**src/rtl/rf_wport_arbiter.sv**
```systemverilog
// rf_wport_arbiter: shares the register-file write port between writeback and a buffered long-latency unit.
module rf_wport_arbiter #(
  parameter int FIFO_DEPTH   = 2,
  parameter int STARVE_LIMIT = 4,
  parameter int CW           = $clog2(FIFO_DEPTH + 1)
) (
  input  logic          clk,
  input  logic          resetn,
  input  logic [37:0]   ws_to_rf_bus,
  output logic          ws_stall,
  input  logic          lu_valid,
  output logic          lu_ready,
  input  logic [4:0]    lu_dest,
  input  logic [31:0]   lu_wdata,
  output logic          rf_we,
  output logic [4:0]    rf_waddr,
  output logic [31:0]   rf_wdata,
  input  logic [4:0]    ds_raddr1,
  input  logic [4:0]    ds_raddr2,
  output logic          ds_pend_hit,
  output logic [CW-1:0] fifo_count
);
  localparam int PW = FIFO_DEPTH > 1 ? $clog2(FIFO_DEPTH) : 1;
  localparam int SW = $clog2(STARVE_LIMIT + 1);
  logic [4:0]            dest_q [FIFO_DEPTH];
  logic [31:0]           data_q [FIFO_DEPTH];
  logic [FIFO_DEPTH-1:0] vld;
  logic [PW-1:0]         rd_ptr, wr_ptr;
  logic [CW-1:0]         count;
  logic [SW-1:0]         starve_cnt;
  logic                  ws_we, empty, starve, lu_grant, enq;
  assign ws_we    = ws_to_rf_bus[37];
  assign empty    = count == '0;
  assign starve   = starve_cnt >= SW'(STARVE_LIMIT);
  assign lu_grant = !empty && (!ws_we || starve);
  assign lu_ready = resetn && (count < CW'(FIFO_DEPTH));
  // r0 results complete the handshake but never occupy a slot
  assign enq      = lu_valid && lu_ready && lu_dest != '0;
  assign rf_we    = resetn && (lu_grant || ws_we);
  assign rf_waddr = lu_grant ? dest_q[rd_ptr] : ws_to_rf_bus[36:32];
  assign rf_wdata = lu_grant ? data_q[rd_ptr] : ws_to_rf_bus[31:0];
  assign ws_stall = resetn && lu_grant && ws_we;
  assign fifo_count = count;
  always_comb begin
    ds_pend_hit = 1'b0;
    for (int i = 0; i < FIFO_DEPTH; i++)
      ds_pend_hit |= vld[i] && ((dest_q[i] == ds_raddr1 && ds_raddr1 != '0) ||
                                (dest_q[i] == ds_raddr2 && ds_raddr2 != '0));
    ds_pend_hit &= resetn;
  end
  always_ff @(posedge clk) begin
    if (enq) begin
      dest_q[wr_ptr] <= lu_dest;
      data_q[wr_ptr] <= lu_wdata;
    end
  end
  always_ff @(posedge clk or negedge resetn) begin
    if (!resetn) begin
      rd_ptr     <= '0;
      wr_ptr     <= '0;
      count      <= '0;
      vld        <= '0;
      starve_cnt <= '0;
    end else begin
      if (enq) begin
        wr_ptr      <= wr_ptr == PW'(FIFO_DEPTH - 1) ? '0 : wr_ptr + PW'(1);
        vld[wr_ptr] <= 1'b1;
      end
      if (lu_grant) begin
        rd_ptr      <= rd_ptr == PW'(FIFO_DEPTH - 1) ? '0 : rd_ptr + PW'(1);
        vld[rd_ptr] <= 1'b0;
      end
      count      <= count + CW'(enq) - CW'(lu_grant);
      starve_cnt <= (empty || lu_grant) ? '0 : starve ? starve_cnt : starve_cnt + SW'(1);
    end
  end
endmodule

```
**config.mk**
```make
export PLATFORM = sky130hd
export DESIGN_NAME = rf_wport_arbiter
export DESIGN_NICKNAME = d
export VERILOG_FILES = /design/src/rtl/rf_wport_arbiter.sv
export SDC_FILE = /design/constraint.sdc
export NUM_CORES = 1
export LEC_CHECK = 0
export BUFFER_PORTS_ARGS = -buffer_cell sky130_fd_sc_hd__buf_2
export CORE_MARGIN = 2
export CORE_UTILIZATION = 53
export CTS_CLUSTER_SIZE = 14
export DETAILED_ROUTE_END_ITERATION = 10
export GPL_TIMING_DRIVEN = 0
export PLACE_DENSITY = 0.85
export SLEW_MARGIN = 30
export SYNTH_ARGS = -nofsm -noshare
export SYNTH_HDL_FRONTEND = slang
export SYNTH_SLANG_ARGS = --single-unit
```
**constraint.sdc**
```tcl
create_clock -name clk -period 6.9 [get_ports clk]
set_input_delay 0.69 -clock clk [delete_from_list [all_inputs] [get_ports clk]]
set_output_delay 0.69 -clock clk [all_outputs]
set_load 0.005 [all_outputs]
```
==> flow_metrics.tcl <==
set metrics [dict create \
    status "finished clean" \
    routedWlPerCell_um 15.5 \
    critPathCaptureType "output pin" \
    maxCapViolations 0 \
    grt_pass1_wl_um 11800 \
    cts_setup_buffers 0 \
    busiest_layer "met2" \
    critPathTopFamily "buffers and inverters" \
    synth-async-reset-ratio 0.108 \
    mostFrequentLayoutCells "138 x buf_2, 74 x edfxtp_1, 41 x nor2_1" \
    clk_pin_slew_worst_paths_ps 90 \
    place_congestion 0.924 \
    grt_remaining_overflow 0 \
    insertion_delay_ps 350 \
    dieArea_um2 7640 \
    ys_seq_elements 83 \
    grtUsageMet3 0.0265 \
    clkPwrFrac 0.252 \
    portBuffers 130 \
    ant_nets 0 \
    drv_slew 0 \
    met1_usage 0.245 \
    first_iter_violations 127 \
    h-tree-depth 3 \
    worst-path-buf-inv 4 \
    fp.dieW_um 87.4 \
    initial_core_util 0.546 \
    drive_above_1_share 0.385 \
    final_common_cell "buf_2" \
    ctsHoldBuffers 0 \
    setup.reg_to_reg.worst_slack_ps 4840 \
    crit_chain "buf_2, nand2b_1, nor2b_1, buf_2, clkbuf_1, nor2_1, a21oi_1, buf_2" \
    cts_sinks 83 \
    wl_um 7780 \
    ios 131 \
    crit_slowest_cell "clkbuf_1" \
    ys_warn_count 0 \
    fin_skew_ps 6.61 \
    num_rows 30 \
    hold_path_class "in -> async" \
    crit_required_ps 6210 \
    fin_crit_ps 2720 \
    static-leakage-power_nw 2.00 \
    switching_share 0.316 \
    via_per_inst 5.22 \
    tritoncts "yes" \
    gr-usage-all-layers 0.204 \
    avgSynthCellArea_um2 13.5 \
    setup_ws_ps 4180 \
    ys_types 28 \
    max-clock-path-buffers 2 \
    core_um2 6760 \
    synth_cells 273 \
    path_max_fanout 10 \
    worst-setup-path-type "in -> out" \
    combPwrFrac 0.330 \
    grtUsageMet2 0.363 \
    first_global_vias 2577 \
    n_antenna_cell 0 \
    nets 508 \
    hpwl_um 5850 \
    vias 2614 \
    root_buffer "clkbuf_8" \
    cts_resized 0 \
    worstMarginPinSlew_ps 596 \
    finalCritPeriodShare 0.393 \
    drc_errors 0 \
    rsz0062_at_grt "no" \
    synth_edf_count 74 \
    p_per_area_nw_per_um2 327 \
    drtPass1Iterations 4 \
    intPower_mw 1.06 \
    p_sw_mw 0.489 \
    die_h_um 87.4 \
    irDropWorstVdd_mv 0.193 \
    critical_path_arrival_ps 2030 \
    synthesis.nets 365 \
    relSlewSlack 0.602 \
    pre_cts_ws_ps 4200 \
    critPathMaxStageDelay_ps 400 \
    pwr-share-seq 0.418 \
    crit_top_cell "buf_2" \
    synth.yosys.seq_area_share 0.663 \
    syn-cell-area_um2 3690 \
    numCtsBuffers 9 \
    setup-tns-final_ps 0 \
    antenna_found_initial 0 \
    grt_max_degree 23 \
    ys.flop_type "edfxtp_1" \
    max_freq_mhz 368 \
    synthToLayoutAreaGrowth_pct 28.4 \
    hold_violations 0 \
    setup_viol 0 \
    start_kind "input port" \
]
==> cells by family after synthesis <==
kind of cell / share of synthesized area
and+or+nand+nor: 0.0756
buffers and inverters: 0.0231
AOI/OAI and AO/OA: 0.0671
muxes: 0.100
xor gates and xnor gates: 0.0570
adders and majority gates: 0.0136
DFF: 0.663
==> power by group through the flow <==
stage                     sequential [mW]  clock, mW  combinational (mW)
after CTS                           0.648      0.398               0.519
after detailed placement            0.659          0               0.516
after floorplan                     0.653          0               0.320
final                               0.648      0.390               0.511
after global routing                0.653      0.420               0.562
after global placement              0.658          0               0.487
==> sequential cells by signal, indices dropped and copies added (netlist names) <==
name / flops
vld: 2
dest_q: 10
rd_ptr: 1
data_q: 64
wr_ptr: 1
starve_cnt: 3
fifo_count: 2
==> cells in the mapped netlist (all sizes together), types with 2 or more instances <==
library cell,count,area (um^2)
a31oi,2,12.5
and2,2,12.5
nand2,2,7.51
nor2b,2,12.5
mux2i,37,370
buf,9,47.6
ha,4,50.1
a21oi,38,190
nor4,4,25.0
dfrtp,9,225
edfxtp,74,2220
xnor2,14,123
or4,3,26.3
nor2,44,168
inv,5,18.8
nand3,2,10.0
clkbuf,5,18.8
xor2,10,87.6
==> per-stage QoR <==
stage	total power [mW]	instances	cell area (um^2)	hold WS, ps	utilization
6_report	1.55	501	4740	209	0.701
5_1_grt	1.63	501	4740	216	0.701
4_1_cts	1.57	501	4740	204	0.701
3_5_place_dp	1.18	485	4510	481	0.668
3_3_place_gp	1.14	483	4440	458	0.657
2_1_floorplan	0.973	273	3690	394	-
==> area by class of cell <==
cell class | count | area (um^2)
sequential | 83 | 2450
fill | 480 | 2020
multi-input combinational | 171 | 1170
timing repair buffer | 132 | 706
clock buffer | 9 | 124
clock inverter | 7 | 104
tap | 80 | 100
buffer | 14 | 66.3
inverter | 5 | 18.8
==> metal layers <==
layer / wire (um) / share of wire / vias to the layer above
met2: 4120 / 0.53 / 104
met1: 3060 / 0.39 / 1211
li1: - / - / 1285
met4: 147 / 0.019 / 0
met3: 453 / 0.058 / 14
met5: 0 / 0 / -
==> worst paths after layout <==
kind                                      end             start  cells past startpoint
worst max-delay path             rf_wdata[13]  ws_to_rf_bus[37]                      8
worst min-delay path            fifo_count[1]            resetn                      1
worst max register to register  fifo_count[1]     fifo_count[1]                      9
worst min register to register  starve_cnt[0]     starve_cnt[0]                      1
max in group asynchronous              vld[0]            resetn                      1
min in group clk                starve_cnt[0]     starve_cnt[0]                      1
Power figures use the tool's default switching activity.
